$ cat src/rtl/rv32_pkg.sv
// Shared types for the RV32 core slice.
//   arb_state_t : states of the unified-memory port arbiter
//   grant_t     : which requester owned the most recent memory grant
//   XLEN        : native word width; default for address and data buses
package rv32_pkg;

    localparam int XLEN = 32;

    typedef enum logic [1:0] {
        ARB_IDLE  = 2'd0,
        ARB_FETCH = 2'd1,
        ARB_DATA  = 2'd2
    } arb_state_t;

    typedef enum logic {
        GRANT_FETCH = 1'b0,
        GRANT_DATA  = 1'b1
    } grant_t;

endpackage

$ cat src/rtl/mem_port_arbiter.sv
// Arbiter sharing one single-ported unified memory between instruction fetch
// (IF) and load/store (MEM). One requester owns the bus at a time; the
// transaction is held until mem_ready, then the response is returned with a
// one-cycle valid pulse. A branch flush cannot abort a fetch already on the
// bus, so the fetch is marked killed and its valid pulse is suppressed.
//
// state     | meaning
// ----------+---------------------------------------------------------
// ARB_IDLE  | bus free; pick an eligible requester
// ARB_FETCH | instruction read on the bus, waiting for mem_ready
// ARB_DATA  | load/store on the bus, waiting for mem_ready
//
// Ports
//   clk, rst                 clock, async active-high reset
//   if_req/if_addr           fetch request and PC, held until if_valid
//   if_rdata/if_valid        fetched instruction and its one-cycle valid
//   flush                    branch taken; cancel the outstanding fetch
//   dm_rd/dm_wr/dm_addr/
//   dm_wdata                 load/store request, held until dm_valid
//   dm_rdata/dm_valid        load data / store done, one-cycle valid
//   mem_req/mem_we/mem_addr/
//   mem_wdata                registered memory command
//   mem_rdata/mem_ready      memory response
//   stall_if/stall_mem       pipeline stalls, combinational
module mem_port_arbiter
    import rv32_pkg::*;
#(
    parameter int ADDR_W = XLEN,
    parameter int DATA_W = XLEN
) (
    input  logic              clk,
    input  logic              rst,

    input  logic              if_req,
    input  logic [ADDR_W-1:0] if_addr,
    output logic [DATA_W-1:0] if_rdata,
    output logic              if_valid,
    input  logic              flush,

    input  logic              dm_rd,
    input  logic              dm_wr,
    input  logic [ADDR_W-1:0] dm_addr,
    input  logic [DATA_W-1:0] dm_wdata,
    output logic [DATA_W-1:0] dm_rdata,
    output logic              dm_valid,

    output logic              mem_req,
    output logic              mem_we,
    output logic [ADDR_W-1:0] mem_addr,
    output logic [DATA_W-1:0] mem_wdata,
    input  logic [DATA_W-1:0] mem_rdata,
    input  logic              mem_ready,

    output logic              stall_if,
    output logic              stall_mem
);

    arb_state_t        r_state,        w_state_nxt;
    grant_t            r_last_grant,   w_last_grant_nxt;
    logic              r_fetch_kill,   w_fetch_kill_nxt;
    logic              r_mem_req,      w_mem_req_nxt;
    logic              r_mem_we,       w_mem_we_nxt;
    logic [ADDR_W-1:0] r_mem_addr,     w_mem_addr_nxt;
    logic [DATA_W-1:0] r_mem_wdata,    w_mem_wdata_nxt;
    logic [DATA_W-1:0] r_if_rdata,     w_if_rdata_nxt;
    logic              r_if_valid,     w_if_valid_nxt;
    logic [DATA_W-1:0] r_dm_rdata,     w_dm_rdata_nxt;
    logic              r_dm_valid,     w_dm_valid_nxt;

    logic              w_dm_any;
    logic              w_if_elig;
    logic              w_dm_elig;

    assign w_dm_any  = dm_rd | dm_wr;

    // A requester whose response is being delivered this cycle still holds
    // its request; masking it here prevents a spurious re-issue.
    assign w_if_elig = if_req   & ~r_if_valid;
    assign w_dm_elig = w_dm_any & ~r_dm_valid;

    always_ff @(posedge clk or posedge rst) begin
        if (rst) begin
            r_state      <= ARB_IDLE;
            r_last_grant <= GRANT_FETCH;
            r_fetch_kill <= 1'b0;
            r_mem_req    <= 1'b0;
            r_mem_we     <= 1'b0;
            r_mem_addr   <= '0;
            r_mem_wdata  <= '0;
            r_if_rdata   <= '0;
            r_if_valid   <= 1'b0;
            r_dm_rdata   <= '0;
            r_dm_valid   <= 1'b0;
        end else begin
            r_state      <= w_state_nxt;
            r_last_grant <= w_last_grant_nxt;
            r_fetch_kill <= w_fetch_kill_nxt;
            r_mem_req    <= w_mem_req_nxt;
            r_mem_we     <= w_mem_we_nxt;
            r_mem_addr   <= w_mem_addr_nxt;
            r_mem_wdata  <= w_mem_wdata_nxt;
            r_if_rdata   <= w_if_rdata_nxt;
            r_if_valid   <= w_if_valid_nxt;
            r_dm_rdata   <= w_dm_rdata_nxt;
            r_dm_valid   <= w_dm_valid_nxt;
        end
    end

    always_comb begin
        w_state_nxt      = r_state;
        w_last_grant_nxt = r_last_grant;
        w_fetch_kill_nxt = r_fetch_kill;
        w_mem_req_nxt    = r_mem_req;
        w_mem_we_nxt     = r_mem_we;
        w_mem_addr_nxt   = r_mem_addr;
        w_mem_wdata_nxt  = r_mem_wdata;
        w_if_rdata_nxt   = r_if_rdata;
        w_if_valid_nxt   = 1'b0;
        w_dm_rdata_nxt   = r_dm_rdata;
        w_dm_valid_nxt   = 1'b0;

        unique case (r_state)
            ARB_IDLE: begin
                // Data normally wins; after a data grant the fetch side gets
                // the next turn so a load/store stream cannot starve IF.
                if (w_dm_elig && (!w_if_elig || r_last_grant == GRANT_FETCH)) begin
                    w_state_nxt      = ARB_DATA;
                    w_last_grant_nxt = GRANT_DATA;
                    w_mem_req_nxt    = 1'b1;
                    w_mem_we_nxt     = dm_wr;
                    w_mem_addr_nxt   = dm_addr;
                    w_mem_wdata_nxt  = dm_wdata;
                end else if (w_if_elig) begin
                    w_state_nxt      = ARB_FETCH;
                    w_last_grant_nxt = GRANT_FETCH;
                    w_mem_req_nxt    = 1'b1;
                    w_mem_we_nxt     = 1'b0;
                    w_mem_addr_nxt   = if_addr;
                end
            end

            ARB_FETCH: begin
                if (mem_ready) begin
                    w_state_nxt      = ARB_IDLE;
                    w_mem_req_nxt    = 1'b0;
                    w_if_rdata_nxt   = mem_rdata;
                    // A flush in the completing cycle kills the fetch too.
                    w_if_valid_nxt   = ~(r_fetch_kill | flush);
                    w_fetch_kill_nxt = 1'b0;
                end else if (flush) begin
                    w_fetch_kill_nxt = 1'b1;
                end
            end

            ARB_DATA: begin
                if (mem_ready) begin
                    w_state_nxt    = ARB_IDLE;
                    w_mem_req_nxt  = 1'b0;
                    w_dm_valid_nxt = 1'b1;
                    if (!r_mem_we) begin
                        w_dm_rdata_nxt = mem_rdata;
                    end
                end
            end

            default: begin
                w_state_nxt   = ARB_IDLE;
                w_mem_req_nxt = 1'b0;
            end
        endcase
    end

    assign mem_req   = r_mem_req;
    assign mem_we    = r_mem_we;
    assign mem_addr  = r_mem_addr;
    assign mem_wdata = r_mem_wdata;
    assign if_rdata  = r_if_rdata;
    assign if_valid  = r_if_valid;
    assign dm_rdata  = r_dm_rdata;
    assign dm_valid  = r_dm_valid;

    assign stall_if  = if_req   & ~r_if_valid;
    assign stall_mem = w_dm_any & ~r_dm_valid;

endmodule

$ cat config.mk
export PLATFORM = sky130hd
export DESIGN_NAME = mem_port_arbiter
export DESIGN_NICKNAME = d
export VERILOG_FILES = /design/src/rtl/rv32_pkg.sv /design/src/rtl/mem_port_arbiter.sv
export SDC_FILE = /design/constraint.sdc
export NUM_CORES = 1
export LEC_CHECK = 0
export CAP_MARGIN = 10
export CORE_MARGIN = 4
export CORE_UTILIZATION = 45
export DETAILED_ROUTE_END_ITERATION = 8
export PLACE_DENSITY = 0.84
export SYNTH_ARGS = -nofsm -noshare
export SYNTH_HDL_FRONTEND = slang
export SYNTH_SLANG_ARGS = --single-unit
$ cat constraint.sdc
create_clock -name clk -period 12.3 [get_ports clk]
set_input_delay 3.075 -clock clk [delete_from_list [all_inputs] [get_ports clk]]
set_output_delay 3.075 -clock clk [all_outputs]
set_load 0.05 [all_outputs]
* Yosys cells after proc, flatten, opt, wreduce, memory -nomap -nowiden *
Cells that the tools add are included.

word-level totals
  word-level logic and storage cells = 56
  bits of input ports = 135
  flip-flop bits (word level) = 136
  output and inout port bits = 134

cells by class
  equality and inequality tests = 4
  reductions and logical operators = 13
  bitwise logic cells = 9
  muxes and demuxes = 19

operators with widths
  cell                                                                    count
  32-bit two-way mux                                                      2
  1-bit two-way mux                                                       12
  2-bit AND reduction                                                     5
  2-bit two-way mux                                                       3
  1-bit inverter                                                          5
  2-bit case mux with 2 select lines                                      1
  2-bit nonzero test                                                      2
  3-bit != test (second input constant)                                   1
  3-bit AND reduction                                                     1
  1-bit AND                                                               2
  2-bit by 1-bit equality test with 1-bit output (second input constant)  1
  2-bit equality test (second input constant)                             1
  2-bit zero test                                                         1
  2-bit by 1-bit != test with 1-bit output (second input constant)        1
  1-bit bitwise OR                                                        2
  1-bit case mux with 2 select lines                                      1
  2-bit OR reduction                                                      1
  1-bit logical AND                                                       1
  1-bit zero test                                                         1
  1-bit logical OR                                                        1

* Longest topological paths before layout *
Gate-level depths: netlist of the first run.

  word-level depth = 7
  mapped depth = 7
  mapped depth without buffers = 5

* Least setup slack after synthesis of the first run *
Ideal clock, no wire load.

  path kind = input to output
  from = input dm_wr
  to = output stall_mem
  data arrival time = 3.614 ns
  required time = 9.225 ns
  slack = 5.611 ns
  stages = 3
  buffers on the path = 1
  cell sequence = o21bai_4 > inv_4 > buf_2

between the ends
  word-level cells in the longest chain between the ends = 2

ends and longest elaborated chain
  element           line                     RTL
  start, declared   mem_port_arbiter.sv:41   input logic dm_wr,
  1-bit bitwise OR  mem_port_arbiter.sv:74   assign w_dm_any = dm_rd | dm_wr;
  1-bit AND         mem_port_arbiter.sv:183  assign stall_mem = w_dm_any & ~r_dm_valid;
  end, declared     mem_port_arbiter.sv:55   output logic stall_mem

Every way passes these cells.

* Final worst setup path of the first run *
Same ends and word-level chain as after synthesis.

==> results of run 1 <==
-- through the flow --
stage | cell area [µm²] | utilization
after CTS | 9140 | 0.724
after global routing | 9200 | 0.729
after global placement | 8550 | 0.677
after detailed placement | 8550 | 0.677
after floorplan | 5810 | -
final | 9200 | 0.729
-- cell families (layout without fill, tap and decap cells) --
group / after synthesis / after routing
buffers and inverters: 44 / 313
AND/OR/NAND/NOR: 46 / 46
adder cells (fa/ha/maj): 3 / 3
AO/OA/AOI/OAI: 107 / 107
flip-flops: 136 / 136
multiplexers: 96 / 96
-- synthesized netlist by cell type --
master | number | area (µm²)
sky130_fd_sc_hd__nand3b_1 | 1 | 7.51
sky130_fd_sc_hd__a32o_1 | 1 | 10.0
sky130_fd_sc_hd__ha_1 | 3 | 37.5
sky130_fd_sc_hd__nand2_1 | 2 | 7.51
sky130_fd_sc_hd__buf_6 | 6 | 67.6
sky130_fd_sc_hd__a31oi_1 | 33 | 206
sky130_fd_sc_hd__o32ai_1 | 2 | 17.5
sky130_fd_sc_hd__o21ai_0 | 33 | 165
sky130_fd_sc_hd__or2_2 | 1 | 6.26
sky130_fd_sc_hd__o22ai_1 | 1 | 6.26
sky130_fd_sc_hd__mux2_4 | 29 | 435
sky130_fd_sc_hd__a21oi_1 | 2 | 10.0
sky130_fd_sc_hd__nand2b_1 | 2 | 12.5
sky130_fd_sc_hd__inv_4 | 1 | 6.26
sky130_fd_sc_hd__nand3_1 | 32 | 160
sky130_fd_sc_hd__a21boi_1 | 1 | 7.51
sky130_fd_sc_hd__o21bai_4 | 1 | 18.8
sky130_fd_sc_hd__and3b_1 | 2 | 17.5
sky130_fd_sc_hd__mux2_2 | 66 | 743
sky130_fd_sc_hd__and2_1 | 1 | 6.26
sky130_fd_sc_hd__nor2_1 | 1 | 3.75
sky130_fd_sc_hd__a211oi_1 | 32 | 240
sky130_fd_sc_hd__nand3_4 | 1 | 17.5
sky130_fd_sc_hd__mux2_1 | 1 | 11.3
sky130_fd_sc_hd__nor3_1 | 1 | 5.00
sky130_fd_sc_hd__dfrtp_1 | 136 | 3400
sky130_fd_sc_hd__buf_2 | 13 | 65.1
sky130_fd_sc_hd__o21ai_1 | 1 | 5.00
sky130_fd_sc_hd__nor2b_1 | 2 | 12.5
sky130_fd_sc_hd__buf_4 | 3 | 22.5
sky130_fd_sc_hd__inv_1 | 6 | 22.5
sky130_fd_sc_hd__clkbuf_1 | 15 | 56.3
-- worst max-delay path by stage --
stage	start	to	slack [ns]
global route	dm_wr	stall_mem	3.65
CTS	dm_wr	stall_mem	3.84
finish	dm_wr	stall_mem	3.80
detailed placement	dm_wr	stall_mem	3.83
global placement	dm_wr	stall_mem	3.87
floorplan	rst	dm_rdata[0]	5.59
-- layer usage --
layer,wire length (µm),up-vias,track usage,part of all wire
li1,-,2116,-,-
met1,6560,2342,0.272,0.36
met2,9260,260,0.417,0.51
met3,1830,42,0.110,0.10
met4,420,0,0.0889,0.023
met5,0,-,0,0
-- state kept, by name, indices dropped and copies added (netlist names) --
name / count
dm_rdata: 32
if_rdata: 32
mem_addr: 32
mem_wdata: 32
r_state: 2
dm_valid: 1
if_valid: 1
mem_req: 1
mem_we: 1
r_fetch_kill: 1
r_last_grant: 1
-- placed cells by master (no fill, tap or decap), types with 3 or more instances in the layout --
cell                              Yosys  layout
sky130_fd_sc_hd__a211oi_1            32      32
sky130_fd_sc_hd__a31oi_1             33      33
sky130_fd_sc_hd__buf_4                3       5
sky130_fd_sc_hd__clkbuf_16            0      17
sky130_fd_sc_hd__clkbuf_8             0       5
sky130_fd_sc_hd__clkdlybuf4s50_1      0     268
sky130_fd_sc_hd__clkinv_2             0       3
sky130_fd_sc_hd__dfrtp_1            136     136
sky130_fd_sc_hd__ha_1                 3       3
sky130_fd_sc_hd__inv_1                6       5
sky130_fd_sc_hd__mux2_2              66      66
sky130_fd_sc_hd__mux2_4              29      29
sky130_fd_sc_hd__nand3_1             32      32
sky130_fd_sc_hd__o21ai_0             33      33
-- report_power, final --
part / internal (µW) / switching (µW) / total (µW)
clock: 324 / 179 / 503
combinational: 680 / 1170 / 1850
sequential: 676 / 132 / 808
total: 1680 / 1480 / 3160
-- cell type report --
| cell class | instances | area [µm²] |
|---|---|---|
| Fill cell | 850 | 3420 |
| Sequential cell | 136 | 3400 |
| Timing Repair Buffer | 275 | 2780 |
| Multi-Input combinational cell | 252 | 2180 |
| Clock buffer | 24 | 502 |
| Tap cell | 172 | 215 |
| Clock inverter | 7 | 91.3 |
| Inverter | 7 | 31.3 |
==> impl_summary.txt, run 1 <==
----------------------------------------------------
[Routing]
  Drt via density ... around 5.5
  Antenna violation net count after detailed routing ... 0
  Routed wire length ... approximately 18 mm
  Via count ... ~4,800
  Number of optimization iterations in the first detailed-route pass ... 5
  Avg WL per Cell ... 20.7 µm
  Post-route DRC violation count ... 0
  Starting DRT DRC Count ... approximately 390

[Clock tree]
  TritonCTS clock tree ... done
  Maximum buffer depth of the clock tree ... 2
  Total setup buffers inserted after CTS ... 0
  Total number of clock tree sinks ... 136
  CTS Root Buffer Type ... sky130_fd_sc_hd__clkbuf_16
  Resized cells post-CTS ... 0
  H-tree lvl count ... 4
  Number of hold buffers added after cts ... 0
  Clock latency of the later-clocked register in the worst-skew pair ... 0.41 ns
  Post-CTS clock slew at the launch and capture registers of the worst setup and hold paths ... roughly 0.050 ns
  Number of CTS-inserted buffers ... 17

[Yosys]
  Average instance area after synthesis ... ~13 µm²
  Syn nets ... 570
  Fraction of the yosys area taken by sequential cells ... 0.585
  Combinational family with the most area after synthesis ... multiplexers
  Multiplexer share of the synthesized area ... 0.205
  Count of state elements after synthesis ... 136
  Netlist area before placement ... ~0.0058 mm²
  Cells after synthesis ... about 430
  Count of synthesis-stage warnings from yosys ... 0
  Area fraction in compound gates after synthesis ... 0.118
  Post-synth cell types ... 32
  Post-synthesis share of cell area spent on xor and xnor gates ... 0
  Simple logic cell fraction of the synthesized area ... 0.0441
  Synth Area in Adders ... 0.00646

[Global route]
  Total Routing Usage GR ... 0.245
  Pin count of the biggest net entering global routing ... 94
  Aggregate global routing overflow ... 0
  Vias in the first global route ... 5,217
  Initial antenna violation count ... 0
  Global-route wire length before repair ... ~28 mm

[Place]
  Buffers added on ports ... 268
  Routability congestion estimate ... 0.807
  Worst-case setup slack after placement ... 3.83 ns
  Placed insts ... 840
  HPWL reported at the end of detailed placement ... ~13 mm

[Worst setup path]
  Reg2Reg Launch Point ... dm_valid
  Largest driver fanout on the critical path ... 36
  Critical-path top delay cell ... sky130_fd_sc_hd__clkdlybuf4s50_1
  Arrival time of the worst setup path ... roughly 5.4 ns
  Worst Path Buf+Inv ... 3
  Worst stage delay on the critical path ... slightly above 0.8 ns
  Element type at the critical path start ... input port
  Required time worst endpoint ... 9.22 ns
  Slack of the worst reg-to-reg path ... 9.87 ns
  Cell count along the critical path ... 4
  Most repeated library cell on the critical path ... sky130_fd_sc_hd__clkdlybuf4s50_1
  Kind of end point of the critical path ... primary output
  End of the worst register-to-register path ... mem_wdata[2]
  Number of cells on the worst reg-to-reg path ... 4
  CP delay by family, top ... buffers and inverters
  Cell Chain, Critical Path ... clkdlybuf4s50_1, o21bai_4, inv_4, clkdlybuf4s50_1
  Classification of the worst setup path ... input port to primary output

[Floorplan]
  I/O pin total ... 269
  Cell row count ... between 40 and 50
  Die width ... ~120 µm
  Initial Util ... 0.461
  Total die area ... 0.0148 mm²
  Area of the core ... ~0.013 mm²
  Vertical extent of the die ... ~120 µm

[STA]
  Final setup violation count ... 0
  Number of pins exceeding their max-slew limit in the final report ... 0
  RSZ-0062 raised after global routing ... false
  Worst slew margin relative to its limit ... 0.138
  Minimum period implied by the final worst setup slack ... approximately 8.5 ns
  Post-route clock period utilization ... 0.691
  WHS ... between 0.4 and 0.5 ns
  Maximum clock skew at final layout ... 0.0100 ns
  Fin. Hold Viols ... 0
  Fmax ... 118 MHz
  Total Neg Setup Slack ... 0 ns
  Transition time at the pin with the least slew margin ... 1.29 ns
  Final WS setup ... around 3.8 ns

[Pwr]
  Total power ... roughly 3200 µW
  Power density cells ... 344 mW/mm²
  Static power due to leakage ... around 0.0038 µW
  Max rail drop VDD ... around 0.00022 V

[Hold path]
  Min-Delay Path Class ... register to register
  Min-Delay Path Depth ... 1
  Hold wc startpoint ... r_fetch_kill
  Hold path endpoint ... if_valid

[Layout]
  Fraction of final layout cells with drive strength greater than 1 ... 0.197
  Layout Nets ... approximately 830
  Number of standard cells in the final layout excluding fillers ... around 870
  Area growth from synthesis to layout ... 58.1%
  Antenna fix cells ... 0

[Job]
  Max-cap check violation count ... 0

[Outcome]
  Result of the run ... finished clean

----------------------------------------------------
(Power assumes the default switching activity.)
==> run 2: changes to the inputs <==
--- a/config.mk
+++ b/config.mk
@@ -7,9 +7,9 @@
 export LEC_CHECK = 0
 export CAP_MARGIN = 10
 export CORE_MARGIN = 4
-export CORE_UTILIZATION = 45
+export CORE_UTILIZATION = 42
 export DETAILED_ROUTE_END_ITERATION = 8
-export PLACE_DENSITY = 0.84
+export PLACE_DENSITY = 0.79
 export SYNTH_ARGS = -nofsm -noshare
 export SYNTH_HDL_FRONTEND = slang
 export SYNTH_SLANG_ARGS = --single-unit
==> constraint.sdc (replaced) <==
create_clock -name clk -period 8 [get_ports clk]
set_input_delay 2 -clock clk [delete_from_list [all_inputs] [get_ports clk]]
set_output_delay 2 -clock clk [all_outputs]
set_load 0.05 [all_outputs]
==> run 2 against run 1 <==
Register-to-register slack worse by 4.4 ns. Global-route usage down 2.3 points. Critical endpoint unchanged. Largest power group unchanged. Largest cell class unchanged. Routed wire length down 1.5%.
==> impl_summary.txt, run 2 (synthesis gave the netlist of run 1 again) <==
----------------------------------------------------
[Floorplan]
  Area of the core ... 0.0134 mm² (+6.2%)
  Total die area ... 0.0158 mm² (+6.7%)
  Initial Util ... 0.434 (-0.0268)
  I/O pin total ... 269 (unchanged)
  Die width ... 126 µm (+3.3%)
  Cell row count ... 42 (+2.4%)
  Vertical extent of the die ... 126 µm (+3.3%)

[STA]
  Worst slew margin relative to its limit ... 0.116 (-0.0223)
  Fmax ... 155 MHz
  Fin. Hold Viols ... 0 (unchanged)
  Transition time at the pin with the least slew margin ... 1.33 ns (+0.0335 ns)
  Post-route clock period utilization ... 0.807
  WHS ... 0.429 ns (-0.0160 ns)
  Minimum period implied by the final worst setup slack ... approximately 6.5 ns
  RSZ-0062 raised after global routing ... false
  Final setup violation count ... 0 (unchanged)
  Total Neg Setup Slack ... 0 ns (unchanged)
  Number of pins exceeding their max-slew limit in the final report ... 0 (unchanged)
  Maximum clock skew at final layout ... 0.00820 ns (-0.00184 ns)

[Global route]
  Initial antenna violation count ... 0 (unchanged)
  Vias in the first global route ... 5,013 (-3.9%)
  Total Routing Usage GR ... 0.222 (-0.0230)
  Aggregate global routing overflow ... 0 (unchanged)
  Pin count of the biggest net entering global routing ... 70 (-26%)
  Global-route wire length before repair ... 27.8 mm (-0.37%)

[Pwr]
  Static power due to leakage ... 0.00381 µW (-0.31%)
  Power density cells ... 531 mW/mm² (+55%)
  Max rail drop VDD ... 0.000368 V (+68%)
  Total power ... 4890 µW (+55%)

[Routing]
  Number of optimization iterations in the first detailed-route pass ... 5 (unchanged)
  Antenna violation net count after detailed routing ... 0 (unchanged)
  Via count ... 4,741 (-0.40%)
  Avg WL per Cell ... 20.3 µm (-1.7%)
  Post-route DRC violation count ... 0 (unchanged)
  Starting DRT DRC Count ... 388 (+0.26%)
  Routed wire length ... 17.8 mm (-1.5%)
  Drt via density ... 5.42 (-0.63%)

[Clock tree]
  H-tree lvl count ... 4 (unchanged)
  Maximum buffer depth of the clock tree ... 2 (unchanged)
  Total number of clock tree sinks ... 136 (unchanged)
  Clock latency of the later-clocked register in the worst-skew pair ... 0.41 ns (about the same)
  Number of hold buffers added after cts ... 0 (unchanged)
  CTS Root Buffer Type ... sky130_fd_sc_hd__clkbuf_16
  TritonCTS clock tree ... done
  Resized cells post-CTS ... 0 (unchanged)
  Number of CTS-inserted buffers ... 17 (unchanged)
  Post-CTS clock slew at the launch and capture registers of the worst setup and hold paths ... 0.05 ns (about the same)
  Total setup buffers inserted after CTS ... 0 (unchanged)

[Hold path]
  Min-Delay Path Depth ... 1 (unchanged)
  Min-Delay Path Class ... register to register

[Worst setup path]
  Required time worst endpoint ... 6.00 ns (-3.22 ns)
  Largest driver fanout on the critical path ... 36 (unchanged)
  Slack of the worst reg-to-reg path ... 5.50 ns (-4.37 ns)
  Cell count along the critical path ... 4 (unchanged)
  Cell Chain, Critical Path ... clkdlybuf4s50_1, o21bai_4, inv_4, clkdlybuf4s50_1
  Number of cells on the worst reg-to-reg path ... 4 (unchanged)
  Element type at the critical path start ... input port
  Classification of the worst setup path ... input port to primary output
  Most repeated library cell on the critical path ... sky130_fd_sc_hd__clkdlybuf4s50_1
  Critical-path top delay cell ... sky130_fd_sc_hd__clkdlybuf4s50_1
  Worst Path Buf+Inv ... 3 (unchanged)
  Kind of end point of the critical path ... primary output
  Worst stage delay on the critical path ... 0.81 ns (about the same)
  Arrival time of the worst setup path ... 4.46 ns (-0.96 ns)
  CP delay by family, top ... buffers and inverters

[Layout]
  Fraction of final layout cells with drive strength greater than 1 ... 0.197 (+0.000563)
  Area growth from synthesis to layout ... 58.1% (unchanged)
  Top library cells by usage in the layout, fill and taps aside ... sky130_fd_sc_hd__clkdlybuf4s50_1 (268), sky130_fd_sc_hd__dfrtp_1 (136), sky130_fd_sc_hd__mux2_2 (66)
  End-of-flow core utilization ... 0.686 (-0.0425)
  Most frequent standard cell in the layout excluding fill and tap cells ... sky130_fd_sc_hd__clkdlybuf4s50_1
  Number of standard cells in the final layout excluding fillers ... 875 (+0.23%)
  Antenna fix cells ... 0 (unchanged)
  Layout Nets ... 825 (-0.24%)

[Place]
  Routability congestion estimate ... 0.840 (+4.0%)
  Buffers added on ports ... 268 (unchanged)
  Placed insts ... 844 (+0.48%)
  HPWL reported at the end of detailed placement ... 12.5 mm (-0.76%)

[Job]
  Max-cap check violation count ... 0 (unchanged)

[Outcome]
  Result of the run ... finished clean

----------------------------------------------------
## run 2: cell count changes in the layout (fill, tap and decap cells not counted)
cell / delta
sky130_fd_sc_hd__clkbuf_1: -2
sky130_fd_sc_hd__bufinv_16: +2
sky130_fd_sc_hd__clkinv_4: -1
sky130_fd_sc_hd__nor2b_2: -1
sky130_fd_sc_hd__clkinvlp_4: +3
sky130_fd_sc_hd__clkbuf_8: -2
sky130_fd_sc_hd__buf_16: -2
sky130_fd_sc_hd__inv_6: +2
sky130_fd_sc_hd__clkinv_2: -1
sky130_fd_sc_hd__inv_4: -1
sky130_fd_sc_hd__nor2b_4: +1
## run 2: path summary, 6_finish.rpt
| path | startpoint | end |
|---|---|---|
| max | dm_wr | stall_mem |
| min | r_fetch_kill | if_valid |
| max reg2reg | dm_valid | mem_wdata[0] |
| min reg2reg | r_fetch_kill | if_valid |
| max in group asynchronous | rst | dm_rdata[24] |
| min in group asynchronous | rst | mem_wdata[29] |
## run 2: report_power, final
group	switching, µW	total (µW)	internal, µW
Combinational	1790	2820	1030
Sequential	197	1240	1040
Clock	286	831	544
Total	2270	4890	2610
## run 2: per-layer routing
| metal | share of wire | track usage | vias up |
|---|---|---|---|
| met5 | 0 | 0 | - |
| met4 | 0.016 | 0.0663 | 0 |
| met3 | 0.10 | 0.0906 | 24 |
| met2 | 0.51 | 0.376 | 265 |
| met1 | 0.37 | 0.261 | 2352 |
| li1 | - | - | 2100 |
## run 2: cell type report
| cell class | count | area, µm² |
|---|---|---|
| Sequential cell | 136 | 3400 |
| Clock buffer | 20 | 467 |
| Multi-Input combinational cell | 252 | 2180 |
| Inverter | 7 | 33.8 |
| Clock inverter | 11 | 169 |
| Tap cell | 176 | 220 |
| Timing Repair Buffer | 273 | 2720 |
| Fill cell | 970 | 4210 |
## run 2: through the flow
step / area, µm² / worst slack [ns]
final: 9200 / 1.54
after global routing: 9200 / 1.49
after CTS: 9190 / 1.58
after detailed placement: 8550 / 1.61
after global placement: 8550 / 1.69
after floorplan: 5810 / 2.36
==> run 3: changes to the inputs <==
==> constraint.sdc (replaced) <==
create_clock -name clk -period 6.2 [get_ports clk]
set_input_delay 1.55 -clock clk [delete_from_list [all_inputs] [get_ports clk]]
set_output_delay 1.55 -clock clk [all_outputs]
set_load 0.05 [all_outputs]
==> run 3 against run 2 <==
Power grew 29%. Core utilization up 0.075 points. Critical endpoint unchanged. Register-to-register slack got worse by 1.5 ns. Clock skew fell by 0.0022 ns. Largest power group unchanged. Critical path depth did not move. Die area unchanged.
==> impl_summary.txt, run 3 (synthesis gave the netlist of run 1 again) <==
----------------------------------------------------
[Routing]
  Post-route DRC violation count ... 0 (unchanged)
  Routed wire length ... 17.8 mm (-0.20%)
  Starting DRT DRC Count ... 264 (-32%)
  Avg WL per Cell ... 20.3 µm (-0.42%)
  Via count ... 4,804 (+1.3%)
  Number of optimization iterations in the first detailed-route pass ... 5 (unchanged)
  Antenna violation net count after detailed routing ... 0 (unchanged)
  Drt via density ... 5.48 (+1.1%)

[Hold path]
  Min-Delay Path Class ... register to register
  Hold wc startpoint ... r_fetch_kill

[Floorplan]
  I/O pin total ... 269 (unchanged)
  Area of the core ... 0.0134 mm² (unchanged)
  Total die area ... 0.0158 mm² (unchanged)
  Vertical extent of the die ... 126 µm (unchanged)
  Cell row count ... 42 (unchanged)
  Die width ... 126 µm (unchanged)
  Initial Util ... 0.434 (unchanged)

[Worst setup path]
  Reg2Reg Launch Point ... dm_valid
  Critical-path top delay cell ... sky130_fd_sc_hd__clkdlybuf4s50_1
  CP delay by family, top ... buffers and inverters
  Largest driver fanout on the critical path ... 36 (unchanged)
  Cell Chain, Critical Path ... clkdlybuf4s50_1, o21bai_4, inv_4, clkdlybuf4s50_1
  Element type at the critical path start ... input port
  Worst Path Buf+Inv ... 3 (unchanged)
  Kind of end point of the critical path ... primary output
  Required time worst endpoint ... 4.65 ns (-1.35 ns)
  Classification of the worst setup path ... input port to primary output
  Worst stage delay on the critical path ... 0.88 ns (+0.07 ns)
  Most repeated library cell on the critical path ... sky130_fd_sc_hd__clkdlybuf4s50_1
  Source of the critical timing path ... dm_wr
  Arrival time of the worst setup path ... 3.44 ns (-1.02 ns)

[Layout]
  Fraction of final layout cells with drive strength greater than 1 ... 0.195 (-0.00199)
  Number of fill cells ... 951 (-2.0%)
  Antenna fix cells ... 0 (unchanged)
  Top library cells by usage in the layout, fill and taps aside ... sky130_fd_sc_hd__clkdlybuf4s50_1 (268), sky130_fd_sc_hd__dfrtp_1 (136), sky130_fd_sc_hd__mux2_2 (66)
  Register cell area after layout ... 0.00340 mm² (unchanged)
  Number of standard cells in the final layout excluding fillers ... 877 (+0.23%)
  Layout Nets ... 828 (+0.36%)
  Most frequent standard cell in the layout excluding fill and tap cells ... sky130_fd_sc_hd__clkdlybuf4s50_1
  Footprint of the multi-input gates ... 0.00218 mm² (-0.23%)
  Area growth from synthesis to layout ... 58.3%

[STA]
  Total Neg Setup Slack ... 0 ns (unchanged)
  Final setup violation count ... 0 (unchanged)
  Final WS setup ... 1.21 ns (-0.331 ns)
  RSZ-0062 raised after global routing ... false
  Worst slew margin relative to its limit ... 0.310 (+0.194)
  Maximum clock skew at final layout ... 0.00597 ns (-0.00223 ns)
  Transition time at the pin with the least slew margin ... 1.03 ns (-0.292 ns)
  Minimum period implied by the final worst setup slack ... between 4 and 5 ns
  Post-route clock period utilization ... 0.805
  Number of pins exceeding their max-slew limit in the final report ... 0 (unchanged)
  Fmax ... between 200 and 250 MHz
  Fin. Hold Viols ... 0 (unchanged)

[Place]
  Placed insts ... 845 (+0.12%)
  HPWL reported at the end of detailed placement ... 12.4 mm (-0.63%)
  Buffers added on ports ... 268 (unchanged)
  Worst-case setup slack after placement ... 1.20 ns (-0.408 ns)
  Routability congestion estimate ... 0.838 (-0.19%)

[Clock tree]
  Maximum buffer depth of the clock tree ... 2 (unchanged)
  Total number of clock tree sinks ... 136 (unchanged)
  H-tree lvl count ... 4 (unchanged)
  Total setup buffers inserted after CTS ... 0 (unchanged)
  Number of CTS-inserted buffers ... 17 (unchanged)
  TritonCTS clock tree ... done
  Post-CTS clock slew at the launch and capture registers of the worst setup and hold paths ... 0.05 ns (about the same)
  Clock latency of the later-clocked register in the worst-skew pair ... 0.41 ns (about the same)
  Number of hold buffers added after cts ... 0 (unchanged)
  CTS Root Buffer Type ... sky130_fd_sc_hd__clkbuf_16
  Resized cells post-CTS ... 0 (unchanged)

[Pwr]
  Total power ... 6290 µW (+29%)
  Static power due to leakage ... 0.00382 µW (+0.20%)
  Power density cells ... 684 mW/mm² (+29%)
  Max rail drop VDD ... 0.000365 V (-0.78%)

[Outcome]
  Result of the run ... finished clean

[Global route]
  Total Routing Usage GR ... 0.225 (+0.00234)
  Pin count of the biggest net entering global routing ... 91 (+30%)
  Global-route wire length before repair ... 28.2 mm (+1.3%)
  Aggregate global routing overflow ... 0 (unchanged)
  Initial antenna violation count ... 0 (unchanged)
  Vias in the first global route ... 5,117 (+2.1%)

[Job]
  Max-cap check violation count ... 0 (unchanged)

----------------------------------------------------
[run 3: cell types whose count changed in the layout (fill, tap and decap cells not counted), sizes merged]
cell / before / now
buf: 5 / 8
clkbuf: 20 / 21
clkinv: 2 / 3
clkinvlp: 4 / 2
inv: 8 / 7
[run 3: area by class of cell]
class	count	area share
Multi-Input combinational cell	252	0.237
Tap cell	176	0.0239
Inverter	7	0.00367
Clock buffer	21	0.0489
Clock inverter	9	0.0163
Timing Repair Buffer	276	0.301
Sequential cell	136	0.370
[run 3: routing by layer]
layer	GRT usage	part of all wire	wire [µm]
met5	0	0	0
met1	0.259	0.36	6480
met2	0.370	0.50	8900
met4	0.0835	0.029	518
met3	0.102	0.11	1870
[run 3: path summary, 6_finish.rpt]
check                      cells past startpoint       endpoint  slack [ns]
setup / recovery                               4      stall_mem        1.21
min in group asynchronous                      2  mem_wdata[14]        1.65
hold / removal                                 1       if_valid        0.44
setup reg to reg                               4   mem_wdata[5]        4.03
hold reg to reg                                1       if_valid        0.44
max in group asynchronous                      3   dm_rdata[22]        3.38
[run 3: through the flow]
stage,hold WS (ns),area (µm²),util
final,0.443,9210,0.687
after global routing,0.461,9210,0.687
after CTS,0.446,9160,0.684
after detailed placement,0.437,8560,0.639
after global placement,0.425,8560,0.639
after floorplan,0.409,5810,-
[run 3: worst register-to-register path, delay by kind of cell, from the launching register on]
family | cells | cell delay (ns)
DFF | 1 | 0.42
AOI/OAI and AO/OA | 1 | 0.20
and+or+nand+nor | 1 | 0.59
muxes | 1 | 0.53
buffers and inverters | 1 | 0.31
[run 3: report_power, final]
group,switching [µW],internal (µW),total (µW)
clock,357,676,1030
sequential,252,1340,1590
combinational,2320,1350,3670
